File: src/rtl/id_scoreboard.sv
// rtl/id_scoreboard.sv - decode/issue stage with register file, pending-write scoreboard and one-entry issue slot
// Optional macro ID_WB_BYPASS_EN: same-cycle write-back bypass into hazard check and operand read.
module id_scoreboard #(
  parameter int WORD_W    = 32,
  parameter int ADDR_W    = 32,
  parameter int INSTR_W   = 32,
  parameter int REG_IDX_W = 5
) (
  input  logic                 clk,
  input  logic                 clr,
  input  logic                 i_valid,
  output logic                 o_ready,
  input  logic [ADDR_W-1:0]    i_pc,
  input  logic [INSTR_W-1:0]   i_instr,
  input  logic [REG_IDX_W-1:0] i_rs1,
  input  logic [REG_IDX_W-1:0] i_rs2,
  input  logic [REG_IDX_W-1:0] i_rd,
  input  logic                 i_rs1_en,
  input  logic                 i_rs2_en,
  input  logic                 i_rd_en,
  input  logic                 i_flush,
  input  logic                 i_wb_en,
  input  logic [REG_IDX_W-1:0] i_wb_reg,
  input  logic [WORD_W-1:0]    i_wb_data,
  output logic                 o_valid,
  input  logic                 i_ready,
  output logic [ADDR_W-1:0]    o_pc,
  output logic [INSTR_W-1:0]   o_instr,
  output logic [WORD_W-1:0]    o_rs1_data,
  output logic [WORD_W-1:0]    o_rs2_data,
  output logic [REG_IDX_W-1:0] o_rd,
  output logic                 o_rd_en
);

  localparam int NREGS = 2 ** REG_IDX_W;
`ifdef ID_WB_BYPASS_EN
  localparam logic BYPASS = 1'b1;
`else
  localparam logic BYPASS = 1'b0;
`endif

  logic [WORD_W-1:0]    rf_q [NREGS];
  logic [NREGS-1:0]     pend_q, pend_d, pend_eff;

  logic                 valid_q, valid_d;
  logic [ADDR_W-1:0]    pc_q, pc_d;
  logic [INSTR_W-1:0]   instr_q, instr_d;
  logic [WORD_W-1:0]    rs1_data_q, rs1_data_d;
  logic [WORD_W-1:0]    rs2_data_q, rs2_data_d;
  logic [REG_IDX_W-1:0] rd_q, rd_d;
  logic                 rd_en_q, rd_en_d;

  logic                 wb_hit, hazard, ready, accept, rd_en_in;
  logic [WORD_W-1:0]    rs1_val, rs2_val;

  assign wb_hit   = i_wb_en && (i_wb_reg != '0);
  assign rd_en_in = i_rd_en && (i_rd != '0);

  // A pending register whose write-back arrives this cycle is released early only with the bypass.
  always_comb begin
    pend_eff = pend_q;
    if (BYPASS && wb_hit) pend_eff[i_wb_reg] = 1'b0;
  end

  assign hazard = (i_rs1_en && (i_rs1 != '0) && pend_eff[i_rs1]) ||
                  (i_rs2_en && (i_rs2 != '0) && pend_eff[i_rs2]) ||
                  (i_rd_en  && (i_rd  != '0) && pend_eff[i_rd]);
  assign ready  = !hazard && !i_flush && (!valid_q || i_ready);
  assign accept = i_valid && ready;

  always_comb begin
    rs1_val = '0;
    rs2_val = '0;
    if (i_rs1_en && (i_rs1 != '0)) begin
      if (BYPASS && wb_hit && (i_wb_reg == i_rs1)) rs1_val = i_wb_data;
      else                                         rs1_val = rf_q[i_rs1];
    end
    if (i_rs2_en && (i_rs2 != '0)) begin
      if (BYPASS && wb_hit && (i_wb_reg == i_rs2)) rs2_val = i_wb_data;
      else                                         rs2_val = rf_q[i_rs2];
    end
  end

  always_comb begin
    valid_d    = valid_q;
    pc_d       = pc_q;
    instr_d    = instr_q;
    rs1_data_d = rs1_data_q;
    rs2_data_d = rs2_data_q;
    rd_d       = rd_q;
    rd_en_d    = rd_en_q;
    if (i_flush) begin
      valid_d = 1'b0;
    end else if (accept) begin
      valid_d    = 1'b1;
      pc_d       = i_pc;
      instr_d    = i_instr;
      rs1_data_d = rs1_val;
      rs2_data_d = rs2_val;
      rd_d       = i_rd;
      rd_en_d    = rd_en_in;
    end else if (valid_q && i_ready) begin
      valid_d = 1'b0;
    end
  end

  // Clears first so a new writer's set wins on the same index.
  always_comb begin
    pend_d = pend_q;
    if (wb_hit) pend_d[i_wb_reg] = 1'b0;
    if (i_flush && valid_q && rd_en_q) pend_d[rd_q] = 1'b0;
    if (accept && rd_en_in) pend_d[i_rd] = 1'b1;
    pend_d[0] = 1'b0;
  end

  always_ff @(posedge clk) begin
    if (clr) begin
      valid_q    <= 1'b0;
      pc_q       <= '0;
      instr_q    <= '0;
      rs1_data_q <= '0;
      rs2_data_q <= '0;
      rd_q       <= '0;
      rd_en_q    <= 1'b0;
      pend_q     <= '0;
    end else begin
      valid_q    <= valid_d;
      pc_q       <= pc_d;
      instr_q    <= instr_d;
      rs1_data_q <= rs1_data_d;
      rs2_data_q <= rs2_data_d;
      rd_q       <= rd_d;
      rd_en_q    <= rd_en_d;
      pend_q     <= pend_d;
    end
  end

  always_ff @(posedge clk) begin
    if (clr) begin
      for (int r = 0; r < NREGS; r++) rf_q[r] <= '0;
    end else if (wb_hit) begin
      rf_q[i_wb_reg] <= i_wb_data;
    end
  end

  assign o_ready    = ready;
  assign o_valid    = valid_q;
  assign o_pc       = pc_q;
  assign o_instr    = instr_q;
  assign o_rs1_data = rs1_data_q;
  assign o_rs2_data = rs2_data_q;
  assign o_rd       = rd_q;
  assign o_rd_en    = rd_en_q;

endmodule

File: config.mk
export PLATFORM = sky130hd
export DESIGN_NAME = id_scoreboard
export DESIGN_NICKNAME = d
export VERILOG_FILES = /design/src/rtl/id_scoreboard.sv
export SDC_FILE = /design/constraint.sdc
export NUM_CORES = 2
export LEC_CHECK = 0
export BUFFER_PORTS_ARGS = -buffer_cell sky130_fd_sc_hd__buf_2
export CAP_MARGIN = 15
export CELL_PAD_IN_SITES_DETAIL_PLACEMENT = 0
export CELL_PAD_IN_SITES_GLOBAL_PLACEMENT = 1
export CORE_MARGIN = 3
export CORE_UTILIZATION = 48
export CTS_CLUSTER_SIZE = 8
export DETAILED_ROUTE_END_ITERATION = 10
export GPL_TIMING_DRIVEN = 0
export PLACE_DENSITY = 0.85
export SYNTH_ARGS = -nofsm -noshare
export SYNTH_HDL_FRONTEND = slang
export SYNTH_SLANG_ARGS = --single-unit
File: constraint.sdc
create_clock -name clk -period 2.44 [get_ports clk]
set_clock_uncertainty 0.2 [all_clocks]
set_input_delay 0.122 -clock clk [delete_from_list [all_inputs] [get_ports clk]]
set_output_delay 0.122 -clock clk [all_outputs]
set_load 0.05 [all_outputs]
# After elaboration in Yosys (flattened, before gate mapping)
# Memories as Yosys holds them, arrays and structs flattened.
# Index checks and enable logic that the tools add are counted.
[word_totals] register_bits=167 mem_bits_rw=1024 inputBits=125 out_inout_bits=136 word_cells=82 mem_count=1
[memory_table] memory="rf_q" depth=32 word_bits=32 read_ports=2 rd_clocked_by_memory_dff=0 wr=32 line="42" rtl="logic [WORD_W-1:0] rf_q [NREGS];"
[classes] magnitude_cmp=8 muxes=27 n_bitwise=6 reduce_logical=31
[ops] op="$mux W32" n=6
[ops] op="$and A32 B32 Y32" n=2
[ops] op="$not A32 Y32" n=2
[ops] op="$or A32 B32 Y32" n=1
[ops] op="$reduce_or A32 Y1" n=1
[ops] op="$lt A5 B6 Y1 const B" n=5
[ops] op="$reduce_bool A5 Y1" n=4
[ops] op="$logic_and A1 B1 Y1" n=17
[ops] op="$bmux W1 S5" n=3
[ops] op="$demux W1 S5" n=3
[ops] op="$ge A5 B1 Y1 const B" n=3
[ops] op="$mux W1" n=14
[ops] op="$mux W5" n=1
[ops] op="$logic_not A1 Y1" n=3
[ops] op="$logic_or A1 B1 Y1" n=3
[ops] op="$reduce_and A2 Y1" n=1
[ops] op="$reduce_bool A2 Y1" n=1
[ops] op="$reduce_or A2 Y1" n=1
[ops] op="$not A1 Y1" n=1

# Depth between registers and ports, before layout
[depth] word_depth=11 depth_mapped=11 ltp_nobuf=6

# Worst setup path before layout
# Ideal clock, no wire load.
[synth_path] path_kind="input port to flip-flop" startpoint="in i_rs1[1]" endpoint="reg rs1_data_q[0], in the netlist o_rs1_data[0]" setup_ps=123 arrival_ps=2153 t_required_ps=2117 path_slack_ps=-35 stages=8 n_path_buf=4 path_cell_list="buf_2 buf_4 clkbuf_1 clkbuf_1 mux4_2 mux4_2 o211ai_1 mux2i_1"
[synth_between] elab_chain_cells=10 elab_cells_between_ends=14 classes_between="mux: 3; reduce/logical: 10; memory: 1"
[synth_rtl] item="from (decl)" line="15" rtl="input logic [REG_IDX_W-1:0] i_rs1,"
[synth_rtl] item="$bmux W1 S5 / $reduce_bool A5 Y1 (equally long branches)" line="65, 74"
[synth_rtl] item="$mux W1 (implied by the code) / $logic_and A1 B1 Y1 (equally long branches)" line="65, 74"
[synth_rtl] item="$logic_and A1 B1 Y1" line="65" rtl="assign hazard = (i_rs1_en && (i_rs1 != '0) && pend_eff[i_rs1]) ||"
[synth_rtl] item="$logic_or A1 B1 Y1" line="65"
[synth_rtl] item="$logic_or A1 B1 Y1" line="66" rtl="(i_rs2_en && (i_rs2 != '0) && pend_eff[i_rs2]) ||"
[synth_rtl] item="$logic_not A1 Y1" line="68" rtl="assign ready = !hazard && !i_flush && (!valid_q || i_ready);"
[synth_rtl] item="$logic_and A1 B1 Y1 (2 in a row)" line="68"
[synth_rtl] item="$logic_and A1 B1 Y1" line="69" rtl="assign accept = i_valid && ready;"
[synth_rtl] item="$reduce_and A2 Y1 (no source line)"
[synth_rtl] item="to (signal assigned)" line="130" rtl="rs1_data_q <= rs1_data_d;"
[synth_rtl] item="to (decl)" line="48" rtl="logic [WORD_W-1:0] rs1_data_q, rs1_data_d;"
# Several ways; a longest one is shown, not always the timed one. The select of a mux whose other input is x is not followed.
# A chain may end at the register's enable or synchronous reset.

==> impl_metrics.env <==
export IMPL_failed_checks="setup timing"
export IMPL_reg2reg_to="o_rs1_data[13]"
export IMPL_vias_per_cell=6.71
export IMPL_seq_power_share=0.448
export IMPL_htreeDepth=4
export IMPL_crit_type="primary input to flip-flop"
export IMPL_period_minus_slack_ns=3.03
export IMPL_numCtsBuffers=167
export IMPL_mostFrequentLayoutCell="edfxtp_1"
export IMPL_yosysWarnings=0
export IMPL_reg2reg_from="pend_eff[2]"
export IMPL_layout_common_cells="edfxtp_1 (1024), and2_1 (996), mux4_2 (589)"
export IMPL_fin_ws_ns=-0.591
export IMPL_place_congestion=1.05
export IMPL_setup_violations=685
export IMPL_die_area_um2=133000
export IMPL_worst_slew_pin_slew_ns=1.34
export IMPL_num_vias=44257
export IMPL_design_area_um2=74500
export IMPL_min_path_type="primary input to flip-flop"
export IMPL_startpoint="clr"
export IMPL_ctsLongestPathBuffers=3
export IMPL_grt_max_degree=29
export IMPL_power_density_nw_per_um2=713
export IMPL_port_buffers=252
export IMPL_power_mw=53.2
export IMPL_fin_util=0.583
export IMPL_grt_total_usage=0.367
export IMPL_dpl_worst_slack_ns=-1.93
export IMPL_status="finished with violations"
export IMPL_syn_inst=4124
export IMPL_switching_share=0.270
export IMPL_synth_edff_count=1024
export IMPL_slew_headroom=0.110
export IMPL_cts_tree="built"
export IMPL_combPwrFrac=0.145
export IMPL_vdd_ir_drop_max_mv=0.709
export IMPL_clock_sinks=1190
export IMPL_clk_pin_slew_worst_paths_ns=0.05
export IMPL_max_freq_mhz=330
export IMPL_fin_tns_setup_ns=-127.57
export IMPL_insertion_delay_ns=0.84
export IMPL_io_pins=261
export IMPL_ys_types=49
export IMPL_drv_slew=0
export IMPL_crit_end="o_rs2_data[21]"
export IMPL_hold_viol_final=0
export IMPL_r2r_cells=11
export IMPL_timing_max_cap_violations=0
export IMPL_grt_pass1_vias=43342
export IMPL_crit_path_start_kind="primary input"
export IMPL_die_w_um=365
export IMPL_path_max_fanout=10
export IMPL_min_from="i_wb_data[24]"
export IMPL_avgSynthCellArea_um2=15.0
export IMPL_ant_nets=0
export IMPL_finalNetCount=4975
export IMPL_rsz0062_at_grt="yes"
export IMPL_std_cell_rows=131
export IMPL_endpoint_kind="flip-flop"
export IMPL_placed_area_um2=66400
export IMPL_post_dp_hpwl_mm=176
export IMPL_core_um2=128000
export IMPL_drt_iter0_markers=7155
export IMPL_clkPwrFrac=0.407
export IMPL_post_drt_wl_per_cell_um=37.5
export IMPL_drc_errors=0
export IMPL_ys_ff_latch=1190
export IMPL_reg2reg_slack_ns=-0.49
export IMPL_synth_seq_area_share=0.550
export IMPL_fin_crit_sh=1.24
export IMPL_synthFlopType="edfxtp_1"
export IMPL_area_delta_synth_final_pct=20.3
export IMPL_hold_path_cell_count=3
export IMPL_grt_first_pass_wirelength_mm=333
export IMPL_root_buffer="clkbuf_16"
export IMPL_die_h_um=365
export IMPL_power_internal_mw=38.8
export IMPL_required_ns=2.97
export IMPL_arrival_ns=3.56
export IMPL_switchingPower_mw=14.3
export IMPL_initial_utilization=0.484
export IMPL_synth_async_reset_ratio=0
export IMPL_grt_overflow=0
export IMPL_p_leak_nw=27.1
export IMPL_synth_area_um2=61900
export IMPL_drt_total_wl_mm=247
export IMPL_drive_gt1_frac=0.287
export IMPL_dr_pass1_iters=6
export IMPL_antenna_found_initial=14
-- how the worst min path moves through the flow --
stage | endpoint | slack, ns
4_1_cts | pend_eff[23] | 0.001
3_5_place_dp | o_valid | 0.13
6_report | rf_q[1][24] | 0.04
2_1_floorplan | o_valid | 0.0005
5_1_grt | rf_q[4][31] | 0.05
3_3_place_gp | o_valid | 0.12
-- what timing repair did --
action / CTS / global route
cloned: 5 / 8
endpoints found under the hold margin: 1200 / 26
setup endpoints to repair: 263 / 635
hold buffers: 191 / 3
pin swaps: 6 / 21
setup buffers: 11 / 8
gates resized for setup: 195 / 145
-- power groups by stage --
| stage | registers [mW] | clock network [mW] | logic (mW) |
|---|---|---|---|
| after global placement | 24.1 | 0 | 6.60 |
| after floorplan | 24.3 | 0 | 3.63 |
| after CTS | 23.8 | 21.6 | 7.32 |
| after global routing | 23.9 | 22.4 | 7.75 |
| after detailed placement | 24.1 | 0 | 6.84 |
| final | 23.8 | 21.6 | 7.72 |
-- state kept, by name, indices dropped and copies added, names as in the netlist --
signal / count
o_valid: 1
o_rd_en: 1
o_rs2_data: 32
o_rs1_data: 32
o_rd: 5
rf_q: 1024
pend_eff: 31
o_pc: 32
o_instr: 32
-- cells in the mapped netlist, drive strengths merged (2+ instances only) --
cell type | n | area, um2
a21o | 11 | 82.6
o211ai | 41 | 308
o2111ai | 3 | 26.3
o211a | 2 | 20.0
nor3 | 10 | 50.1
inv | 31 | 116
nor2 | 57 | 214
o21ai | 16 | 80.1
o221ai | 34 | 298
or3b | 7 | 61.3
and3 | 3 | 18.8
nor4 | 2 | 12.5
buf | 137 | 788
o41ai | 31 | 467
nor2b | 9 | 56.3
nand3 | 15 | 75.1
a22oi | 32 | 240
edfxtp | 1024 | 30700
dfxtp | 166 | 3320
nand2b | 14 | 87.6
or2 | 3 | 18.8
and2 | 996 | 6230
a21oi | 18 | 90.1
nand3b | 8 | 60.1
mux2 | 5 | 56.3
clkinv | 2 | 7.51
mux2i | 279 | 2790
o31ai | 4 | 30.0
or3 | 4 | 25.0
mux4 | 589 | 13300
o22ai | 36 | 225
or4 | 2 | 15.0
nand2 | 230 | 863
clkbuf | 296 | 1110
-- kinds of logic (layout without fill, tap and decap cells) --
logic type | Yosys count | count (layout) | share of synthesized area
buffers and inverters | 466 | 1239 | 0.0327
AOI/OAI and AO/OA | 233 | 233 | 0.0309
muxes | 873 | 873 | 0.260
other | 1 | 36 | 0.0000606
DFF | 1190 | 1190 | 0.550
and+or+nand+nor | 1361 | 1361 | 0.126
-- routing by layer --
layer | GRT usage | share of wire | vias up
met4 | 0.277 | 0.093 | 8
met3 | 0.136 | 0.15 | 835
li1 | - | - | 17200
met2 | 0.535 | 0.43 | 3902
met1 | 0.445 | 0.33 | 22312
met5 | 0 | 0.00021 | -
-- critical path, stage by stage --
cell             delay (ns)
clkdlybuf4s15_1        0.55
inv_2                  0.45
clkdlybuf4s15_1        0.90
clkbuf_1               0.75
o221ai_1               0.52
mux2i_1                0.23
-- through the flow --
step	hold slack [ns]	cells
after floorplan	0.000474	4155
after global placement	0.124	6069
after detailed placement	0.126	6122
after CTS	0.00141	6576
after global routing	0.0491	6590
final	0.0383	6594
-- final cells by class --
class / instances / area [um2]
Buffer: 429 / 2370
Timing Repair Buffer: 530 / 4800
Inverter: 33 / 126
Tap cell: 1662 / 2080
Antenna cell: 4 / 10.0
Clock buffer: 232 / 4440
Clock inverter: 15 / 215
Fill cell: 9756 / 53300
Sequential cell: 1190 / 34100
Multi-Input combinational cell: 2499 / 26400
(Power assumes the default switching activity.)
